[src/rtl/prog_loader_pkg.sv]
// Shared types and constants for the serial program loader.
package prog_loader_pkg;

  localparam int unsigned DW = 16;
  localparam int unsigned PW = 15;
  localparam int unsigned IW = PW + 1;

  typedef logic [7:0]    byte_t;
  typedef logic [DW-1:0] word_t;
  typedef logic [PW-1:0] paddr_t;

  localparam byte_t SYNC_BYTE = 8'hA5;

  typedef enum logic [2:0] {
    S_IDLE,
    S_CNT_HI,
    S_CNT_LO,
    S_DATA_HI,
    S_DATA_LO,
    S_CSUM
  } ldr_state_t;

  typedef enum logic [1:0] {
    RX_IDLE,
    RX_START,
    RX_DATA,
    RX_STOP
  } rx_state_t;

endpackage

[src/rtl/prog_loader_uart_rx.sv]
// 8N1 UART receiver: synchronizes rx, samples mid-bit, flags bad stop bits.
module uart_rx
  import prog_loader_pkg::*;
#(
  parameter int unsigned CLK_HZ = 50_000_000,
  parameter int unsigned BAUD   = 115_200
) (
  input  logic  clk,
  input  logic  rst_n,
  input  logic  rx,
  output byte_t byte_data,
  output logic  byte_valid,
  output logic  frame_err
);

  localparam int unsigned BIT_CYC = CLK_HZ / BAUD;
  localparam int unsigned HALF    = BIT_CYC / 2;
  localparam int unsigned CW      = $clog2(BIT_CYC + 1);

  logic          rx_meta;
  logic          rx_s;
  rx_state_t     state;
  logic [CW-1:0] cnt;
  logic [2:0]    bit_idx;
  byte_t         shreg;

  always_ff @(posedge clk or negedge rst_n) begin
    if (!rst_n) begin
      rx_meta    <= 1'b1;
      rx_s       <= 1'b1;
      state      <= RX_IDLE;
      cnt        <= '0;
      bit_idx    <= '0;
      shreg      <= '0;
      byte_data  <= '0;
      byte_valid <= 1'b0;
      frame_err  <= 1'b0;
    end else begin
      rx_meta    <= rx;
      rx_s       <= rx_meta;
      byte_valid <= 1'b0;
      frame_err  <= 1'b0;
      case (state)
        RX_IDLE: begin
          cnt <= '0;
          if (!rx_s) state <= RX_START;
        end
        // Re-check half a bit in so a glitch does not start a byte.
        RX_START: begin
          if (cnt == CW'(HALF - 1)) begin
            cnt     <= '0;
            bit_idx <= '0;
            state   <= rx_s ? RX_IDLE : RX_DATA;
          end else begin
            cnt <= cnt + CW'(1);
          end
        end
        RX_DATA: begin
          if (cnt == CW'(BIT_CYC - 1)) begin
            cnt     <= '0;
            shreg   <= {rx_s, shreg[7:1]};
            bit_idx <= bit_idx + 3'd1;
            if (bit_idx == 3'd7) state <= RX_STOP;
          end else begin
            cnt <= cnt + CW'(1);
          end
        end
        RX_STOP: begin
          if (cnt == CW'(BIT_CYC - 1)) begin
            cnt   <= '0;
            state <= RX_IDLE;
            if (rx_s) begin
              byte_data  <= shreg;
              byte_valid <= 1'b1;
            end else begin
              frame_err  <= 1'b1;
            end
          end else begin
            cnt <= cnt + CW'(1);
          end
        end
        default: state <= RX_IDLE;
      endcase
    end
  end

endmodule

[src/rtl/prog_loader.sv]
// Serial boot loader: parses a framed image from the UART and writes program RAM,
// holding the CPU in reset while a load is in progress.
module prog_loader
  import prog_loader_pkg::*;
#(
  parameter int unsigned CLK_HZ = 50_000_000,
  parameter int unsigned BAUD   = 115_200,
  parameter int unsigned TO_CYC = 5_000_000,
  parameter byte_t       SYNC   = SYNC_BYTE
) (
  input  logic   clk50m,
  input  logic   rst_n,
  input  logic   rx,
  output paddr_t prog_addr,
  output word_t  prog_data,
  output logic   prog_we,
  output logic   cpu_rst_n,
  output logic   busy,
  output logic   done,
  output logic   err
);

  localparam int unsigned TW = $clog2(TO_CYC + 1);

  byte_t         byte_data;
  logic          byte_valid;
  logic          frame_err;

  ldr_state_t    state;
  byte_t         hi_byte;
  word_t         cnt;
  logic [IW-1:0] idx;
  logic [IW-1:0] idx_nxt;
  byte_t         sum;
  logic [TW-1:0] to_cnt;
  word_t         cnt_in;
  logic          timeout;

  uart_rx #(.CLK_HZ(CLK_HZ), .BAUD(BAUD)) u_rx (
    .clk       (clk50m),
    .rst_n     (rst_n),
    .rx        (rx),
    .byte_data (byte_data),
    .byte_valid(byte_valid),
    .frame_err (frame_err)
  );

  assign cnt_in  = {hi_byte, byte_data};
  assign idx_nxt = idx + IW'(1);
  assign timeout = (to_cnt == TW'(TO_CYC - 1));

  always_ff @(posedge clk50m or negedge rst_n) begin
    if (!rst_n) begin
      state     <= S_IDLE;
      hi_byte   <= '0;
      cnt       <= '0;
      idx       <= '0;
      sum       <= '0;
      to_cnt    <= '0;
      prog_addr <= '0;
      prog_data <= '0;
      prog_we   <= 1'b0;
      cpu_rst_n <= 1'b1;
      busy      <= 1'b0;
      done      <= 1'b0;
      err       <= 1'b0;
    end else begin
      prog_we <= 1'b0;
      if (byte_valid || frame_err || state == S_IDLE) to_cnt <= '0;
      else                                            to_cnt <= to_cnt + TW'(1);

      // Any failure mid-frame leaves the CPU held: the image may be partial.
      if (state != S_IDLE && (frame_err || timeout)) begin
        state <= S_IDLE;
        busy  <= 1'b0;
        err   <= 1'b1;
      end else if (byte_valid) begin
        sum <= sum + byte_data;
        case (state)
          S_IDLE: begin
            if (byte_data == SYNC) begin
              state     <= S_CNT_HI;
              busy      <= 1'b1;
              cpu_rst_n <= 1'b0;
              done      <= 1'b0;
              err       <= 1'b0;
              idx       <= '0;
              sum       <= '0;
            end
          end
          S_CNT_HI: begin
            hi_byte <= byte_data;
            state   <= S_CNT_LO;
          end
          S_CNT_LO: begin
            cnt <= cnt_in;
            if (cnt_in == '0) begin
              state <= S_CSUM;
            end else if (cnt_in > DW'(2 ** PW)) begin
              state <= S_IDLE;
              busy  <= 1'b0;
              err   <= 1'b1;
            end else begin
              state <= S_DATA_HI;
            end
          end
          S_DATA_HI: begin
            hi_byte <= byte_data;
            state   <= S_DATA_LO;
          end
          S_DATA_LO: begin
            prog_we   <= 1'b1;
            prog_data <= cnt_in;
            prog_addr <= idx[PW-1:0];
            idx       <= idx_nxt;
            state     <= (DW'(idx_nxt) == cnt) ? S_CSUM : S_DATA_HI;
          end
          S_CSUM: begin
            state <= S_IDLE;
            busy  <= 1'b0;
            if (byte_data == sum) begin
              done      <= 1'b1;
              cpu_rst_n <= 1'b1;
            end else begin
              err <= 1'b1;
            end
          end
          default: begin
            state <= S_IDLE;
            busy  <= 1'b0;
          end
        endcase
      end
    end
  end

endmodule
[config.mk]
export PLATFORM = sky130hd
export DESIGN_NAME = prog_loader
export DESIGN_NICKNAME = d
export VERILOG_FILES = /design/src/rtl/prog_loader_pkg.sv /design/src/rtl/prog_loader_uart_rx.sv /design/src/rtl/prog_loader.sv
export SDC_FILE = /design/constraint.sdc
export NUM_CORES = 1
export LEC_CHECK = 0
export CORE_MARGIN = 10
export CORE_UTILIZATION = 60
export CTS_BUF_LIST = sky130_fd_sc_hd__clkbuf_8
export DETAILED_ROUTE_END_ITERATION = 7
export MAX_ROUTING_LAYER = met4
export PLACE_DENSITY_LB_ADDON = 0.15
export SYNTH_ARGS = -nofsm -noshare
export SYNTH_HDL_FRONTEND = slang
export SYNTH_HIERARCHICAL = 1
export SYNTH_SLANG_ARGS = --single-unit
[constraint.sdc]
create_clock -name clk50m -period 2.5 [get_ports clk50m]
set_input_delay 0.5 -clock clk50m [delete_from_list [all_inputs] [get_ports clk50m]]
set_output_delay 0.5 -clock clk50m [all_outputs]
set_load 0.02 [all_outputs]
* Yosys cells after proc, flatten, opt, wreduce, memory -nomap -nowiden
Cells that the tools add are included.
** Cells by class
- $add $sub $neg :: 5
- Order comparisons :: 1
- Eq/ne operators :: 27
- Multiplexer cells :: 49
- Bitwise logic cells :: 1
- Reductions and logical operators :: 29
** Operator list (number)
- $pmux W16 S2 :: 1
- $pmux W9 S3 :: 1
- $add A23 B1 Y23 const B :: 1
- $eq A23 B23 Y1 const B :: 1
- $mux W23 :: 1
- $mux W1 :: 21
- $mux W3 :: 7
- $mux W9 :: 2
- $add A16 B1 Y16 const B :: 1
- $eq A16 B16 Y1 :: 1
- $gt A16 B16 Y1 const B :: 1
- $logic_not A16 Y1 :: 1
- $mux W16 :: 1
- $mux W8 :: 2
- $pmux W3 S5 :: 1
- $reduce_and A3 Y1 :: 5
- $reduce_and A5 Y1 :: 3
- $mux W2 :: 7
- $ne A2 B1 Y1 const B :: 6
- $add A9 B1 Y9 const B :: 1
- $eq A3 B3 Y1 const B :: 3
- $eq A9 B8 Y1 const B :: 1
- $eq A9 B9 Y1 const B :: 1
- $ne A3 B3 Y1 const B :: 3
- other kinds (27) :: 39
** Word-level totals
- Flip-flop bits (word level) :: 144
- Input bits :: 3
- Output and inout bits :: 36

* Longest topological paths before layout
- Depth in word-level cells :: 6
- Gate-level depth with buffers :: 8

* Cells and area by module
Netlist, hierarchy kept.
** Modules (own cells, without submodules)
- prog_loader :: times used 1, cells an instance 593, area an instance 5711.7 um2
- uart_rx :: times used 1, cells an instance 116, area an instance 1522.7 um2

* Worst setup path before layout
OpenSTA, ideal clock, no wires.
- Path kind :: flip-flop to flip-flop
- Start :: reg idx[0]
- End :: reg, netlist name state[1]
- Data arrival time :: 2035 ps
- Path slack :: 344 ps
- Stages on the path, launching flop included :: 8
- Clock period less this slack :: 2156 ps
- Cells stage by stage :: dfrtp_1 -> ha_1 -> xor3_1 -> a2111oi_1 -> o221ai_1 -> nor4_1 -> nand4_1 -> a22o_1
** RTL lines
- start: declaration :: line prog_loader.sv:32 : logic [IW-1:0] idx;
- start signal: assignment :: line prog_loader.sv:115 : idx <= idx_nxt;

* Worst setup path in the final report
- Start :: reg u_rx.byte_data[1]
- End :: reg sum[7]
** On the way
- Longest elaborated chain between the ends :: 3
- Elaborated cells on any way between the ends :: 4
- Classes of those cells :: add/sub (1); eq/ne (1); mux (2)
** Ends and longest elaborated chain
- start: declaration :: line prog_loader_uart_rx.sv:11 : output byte_t byte_data,
- start signal: assignment :: line prog_loader_uart_rx.sv:73 : byte_data <= shreg;
- $add A8 B8 Y8 / $eq A8 B8 Y1 (equally long branches) :: line prog_loader.sv:78, prog_loader.sv:81
- $mux W8 :: line prog_loader.sv:81 : if (byte_data == SYNC) begin
- $mux W8 (*) :: line prog_loader.sv:79 : case (state)
- end signal: assignment :: line prog_loader.sv:78 : sum <= sum + byte_data;
- end: declaration :: line prog_loader.sv:34 : byte_t sum;
Every way passes the cells marked *; elsewhere a longest branch is shown, timed or not.
A chain may end at the register's enable or synchronous reset.

==> parameters.txt <==
Parameter                              Value

Yosys
  Number of warnings reported in the yosys synthesis log    6
  Cell types occupying the most area after synthesis    dfrtp_1 (49%), nand2_1 (7.0%), mux2_2 (6.2%)
  Count leader, synth    dfrtp_1
  Sequential share of the synthesized area    49.86%
  Ranking of synthesized cells by instance count    dfrtp_1 (141), nand2_1 (134), nor2_1 (45)
  Post-synth EDFFs    0
  Synthesized flop and latch total    144
  Instance count of the mapped netlist    709
  Most instantiated flip-flop cell in the synthesis netlist    dfrtp_1
  Post-synth cell types    77
  Ys async rst share    100.0%
  Area of the mapped netlist    7234 sq um
  Per-instance average area after synthesis    10.20 sq um
  Syn nets    727
  Most area-hungry cell type in the Yosys netlist    dfrtp_1
  Yosys top cell area share    48.77%

Cells and area
  Share of cells above drive strength 1    14.93%
  Number of inserted filler cells in the final layout    964
  Number of antenna diodes    0
  Design area    8222 sq um
  Relative area change from synthesis to final layout    13.65%
  Final #Nets    764
  Number of cells in the finished layout apart from fillers    904

Drt
  DRC viols    0
  DR vias/cell    5.997
  Detailed Route Iter0 Violations    436
  Final wirelength    15830 um
  Via count    5421
  Post-route ant nets    0
  Average wire per standard cell    17.51 um
  1st-pass router iterations    7

Clocking
  TritonCTS clock tree    yes
  Number of buffers created by CTS    17
  Hold Buf Count CTS    0
  Number of levels the H-tree was split into    4
  Clock tree buffer depth    2
  Clock slew seen by the registers of the worst setup and hold paths    0.08 ns
  Number of sinks on the clock net    144
  Clk root buf    clkbuf_8
  Post-CTS setup repair buffer count    0
  Skew-Pair Late Insertion Delay    0.46 ns

Floorplan
  Die area    16850 sq um
  Chip Width    129.8 um
  Core region area    11910 sq um
  Initial standard-cell utilization of the core    60.74%
  Die height    129.8 um
  Cell Rows    40
  Number of top-level pins    39

Power
  Switching power of the nets    0.0009168 W
  Internal Dissipation    0.003435 W
  Leakage dissipation    3.865 nW
  P per Cell Area    529.3 nW/um^2
  Sw Share    21.07%
  Clock network fraction of design power    45.1%
  Relative contribution of combinational cells to total power    1.3%
  Sequential Power Share    53.6%
  Post-layout power    0.004351 W
  VDD IR-drop max    0.3769 mV

Placement
  Post-Place Cell Area    7786 sq um
  Half-perimeter wire length of the detailed placement result    10940 um
  Weighted congestion reported at the end of routability-driven placement    0.9254
  Number of placed instances with taps included    874
  Input/output buffers    38
  Worst setup slack after placement    0.1138 ns

Status
  Run status    finished, final reports clean

Worst setup path
  Crit path buffers/inverters    0
  Data required time at the worst endpoint    2.84 ns
  Kind of critical path    register to register
  Maximum cell stage delay along the critical path    0.50 ns
  Worst r2r path cells    7
  Source of the critical timing path    u_rx/byte_data[1]
  CP delay by family, top    compound AO/OA/AOI/OAI gates
  Critical-path cell with the highest stage delay    dfrtp_1
  Critical Path Start Type    register
  Setup slack of the worst register-to-register path    0.18 ns
  Critical register-to-register path endpoint    sum[7]
  Worst-path fanout max    7
  Startpoint of the worst register-to-register path    u_rx/byte_data[1]
  Element type at the critical path end    register
  Critical path cell sequence    ha_1 > a21oi_1 > o21ai_0 > o211a_1 > o41a_1 > nor4b_1 > a2111o_1
  Data arrival, critical path    2.67 ns

GRT
  Wire length of the first global-routing pass    26870 um
  Vias in the first global route    5431
  GR Overflow Total    0
  Gr usage total    20.39%
  Initial antenna violation count    0
  Pin count of the biggest net entering global routing    68

STA
  Smallest setup slack after layout    0.1761 ns
  Period Utilization, post-route    92.96%
  Setup TNS    0 ns
  Max Fclk    430.3 MHz
  Shortest period the worst path allows    2.324 ns
  Transition time of the tightest slew-check pin    0.6392 ns
  Final worst clock skew    0.01133 ns
  Number of failing setup endpoints in the final timing report    0
  Final Max Slew Viols    0
  Relative max-transition margin    57.10%
  Number of endpoints with negative hold slack in the final report    0

Min path
  Type of the most critical hold path    input port to async pin

Job
  Max_cap viols    0
==> sequential cells by signal (all words and copies together), names as in the netlist, 3 cells and up, named ones only <==
register and cells:
hi_byte 8, prog_data 16, state 3, sum 8, u_rx/cnt 9, u_rx/bit_idx 3, prog_addr 15, idx 16
u_rx/byte_data 8, to_cnt 23, cnt 16, u_rx/shreg 8
==> worst max-delay path by stage <==
| stage | slack (ns) | to | depth (start not counted) |
|---|---|---|---|
| floorplan | 0.34 | state[1] | 7 |
| global placement | 0.24 | state[1] | 7 |
| detailed placement | 0.11 | state[1] | 7 |
| CTS | 0.11 | state[1] | 7 |
| global route | -0.007 | state[1] | 7 |
| finish | 0.18 | sum[7] | 7 |
==> cell families after synthesis <==
logic type,Yosys count,share of synthesized area [%]
buffers and inverters,49,3.165
adders and majority gates,15,2.698
AOI/OAI and AO/OA,106,9.859
muxes,46,7.126
DFF,144,49.86
and+or+nand+nor,304,21.64
xor gates and xnor gates,45,5.655
==> through the flow <==
stage	hold WS (ns)	utilization [%]
floorplan	0.2044	-
global placement	0.3457	65.37
detailed placement	0.3472	65.37
CTS	0.05964	68.87
global route	0.07333	69.02
finish	0.02833	69.02
==> what timing repair did <==
| action | 4_1_cts | 5_1_grt |
|---|---|---|
| hold endpoints to repair | 0 | 0 |
| gates resized for setup | 0 | 4 |
| setup endpoints to repair | 0 | 3 |
==> placed cells by master (no fill, tap or decap), drive strengths merged, types with 8 or more instances in the layout <==
cell type,netlist,layout
a21oi,20,20
and3,8,8
and4,10,10
buf,15,17
clkbuf,21,18
clkdlybuf4s50,0,37
dfrtp,141,141
ha,14,14
inv,13,16
mux2,41,41
nand2,134,134
nand3,23,23
nand4,20,20
nor2,45,45
nor3,9,9
nor4,14,14
o21ai,36,36
o31ai,13,13
xnor2,21,21
xor2,23,23
==> power groups by stage <==
stage	Sequential [W]	Combinational [W]	Clock (W)
after floorplan	0.00238	0.000000938	0
after global placement	0.00238	0.0000593	0
after detailed placement	0.00238	0.0000615	0
after CTS	0.00233	0.0000617	0.00200
after global routing	0.00233	0.0000676	0.00210
final	0.00233	0.0000569	0.00196
==> final cells by class <==
cell class | count | area [sq um] | area share, %
flip-flops and latches | 144 | 3608 | 43.89
repair buffers | 54 | 539.3 | 6.559
inverters | 13 | 48.80 | 0.5935
well taps | 147 | 183.9 | 2.237
clock buffers | 18 | 247.7 | 3.013
clock inverters | 12 | 168.9 | 2.054
multi-input cells | 516 | 3425 | 41.65
==> metal layers <==
| metal | share of wire (%) | vias up | wire [um] | global-route usage (%) |
|---|---|---|---|---|
| met2 | 47 | 129 | 7441 | 31.39 |
| met3 | 4.4 | 28 | 689 | 5.071 |
| li1 | - | 2585 | - | - |
| met1 | 47 | 2679 | 7398 | 25.86 |
| met4 | 1.9 | 0 | 299 | 7.077 |
| met5 | 0 | - | 0 | - |
==> worst reg2reg max path: cells and delay by family (launching register included) <==
kind,cells,cell delay (ns)
compound gates,5,1.17
fa+ha+maj,1,0.36
flops,1,0.50
simple gates,1,0.17
Note: power is estimated with default switching activity, not from simulation.
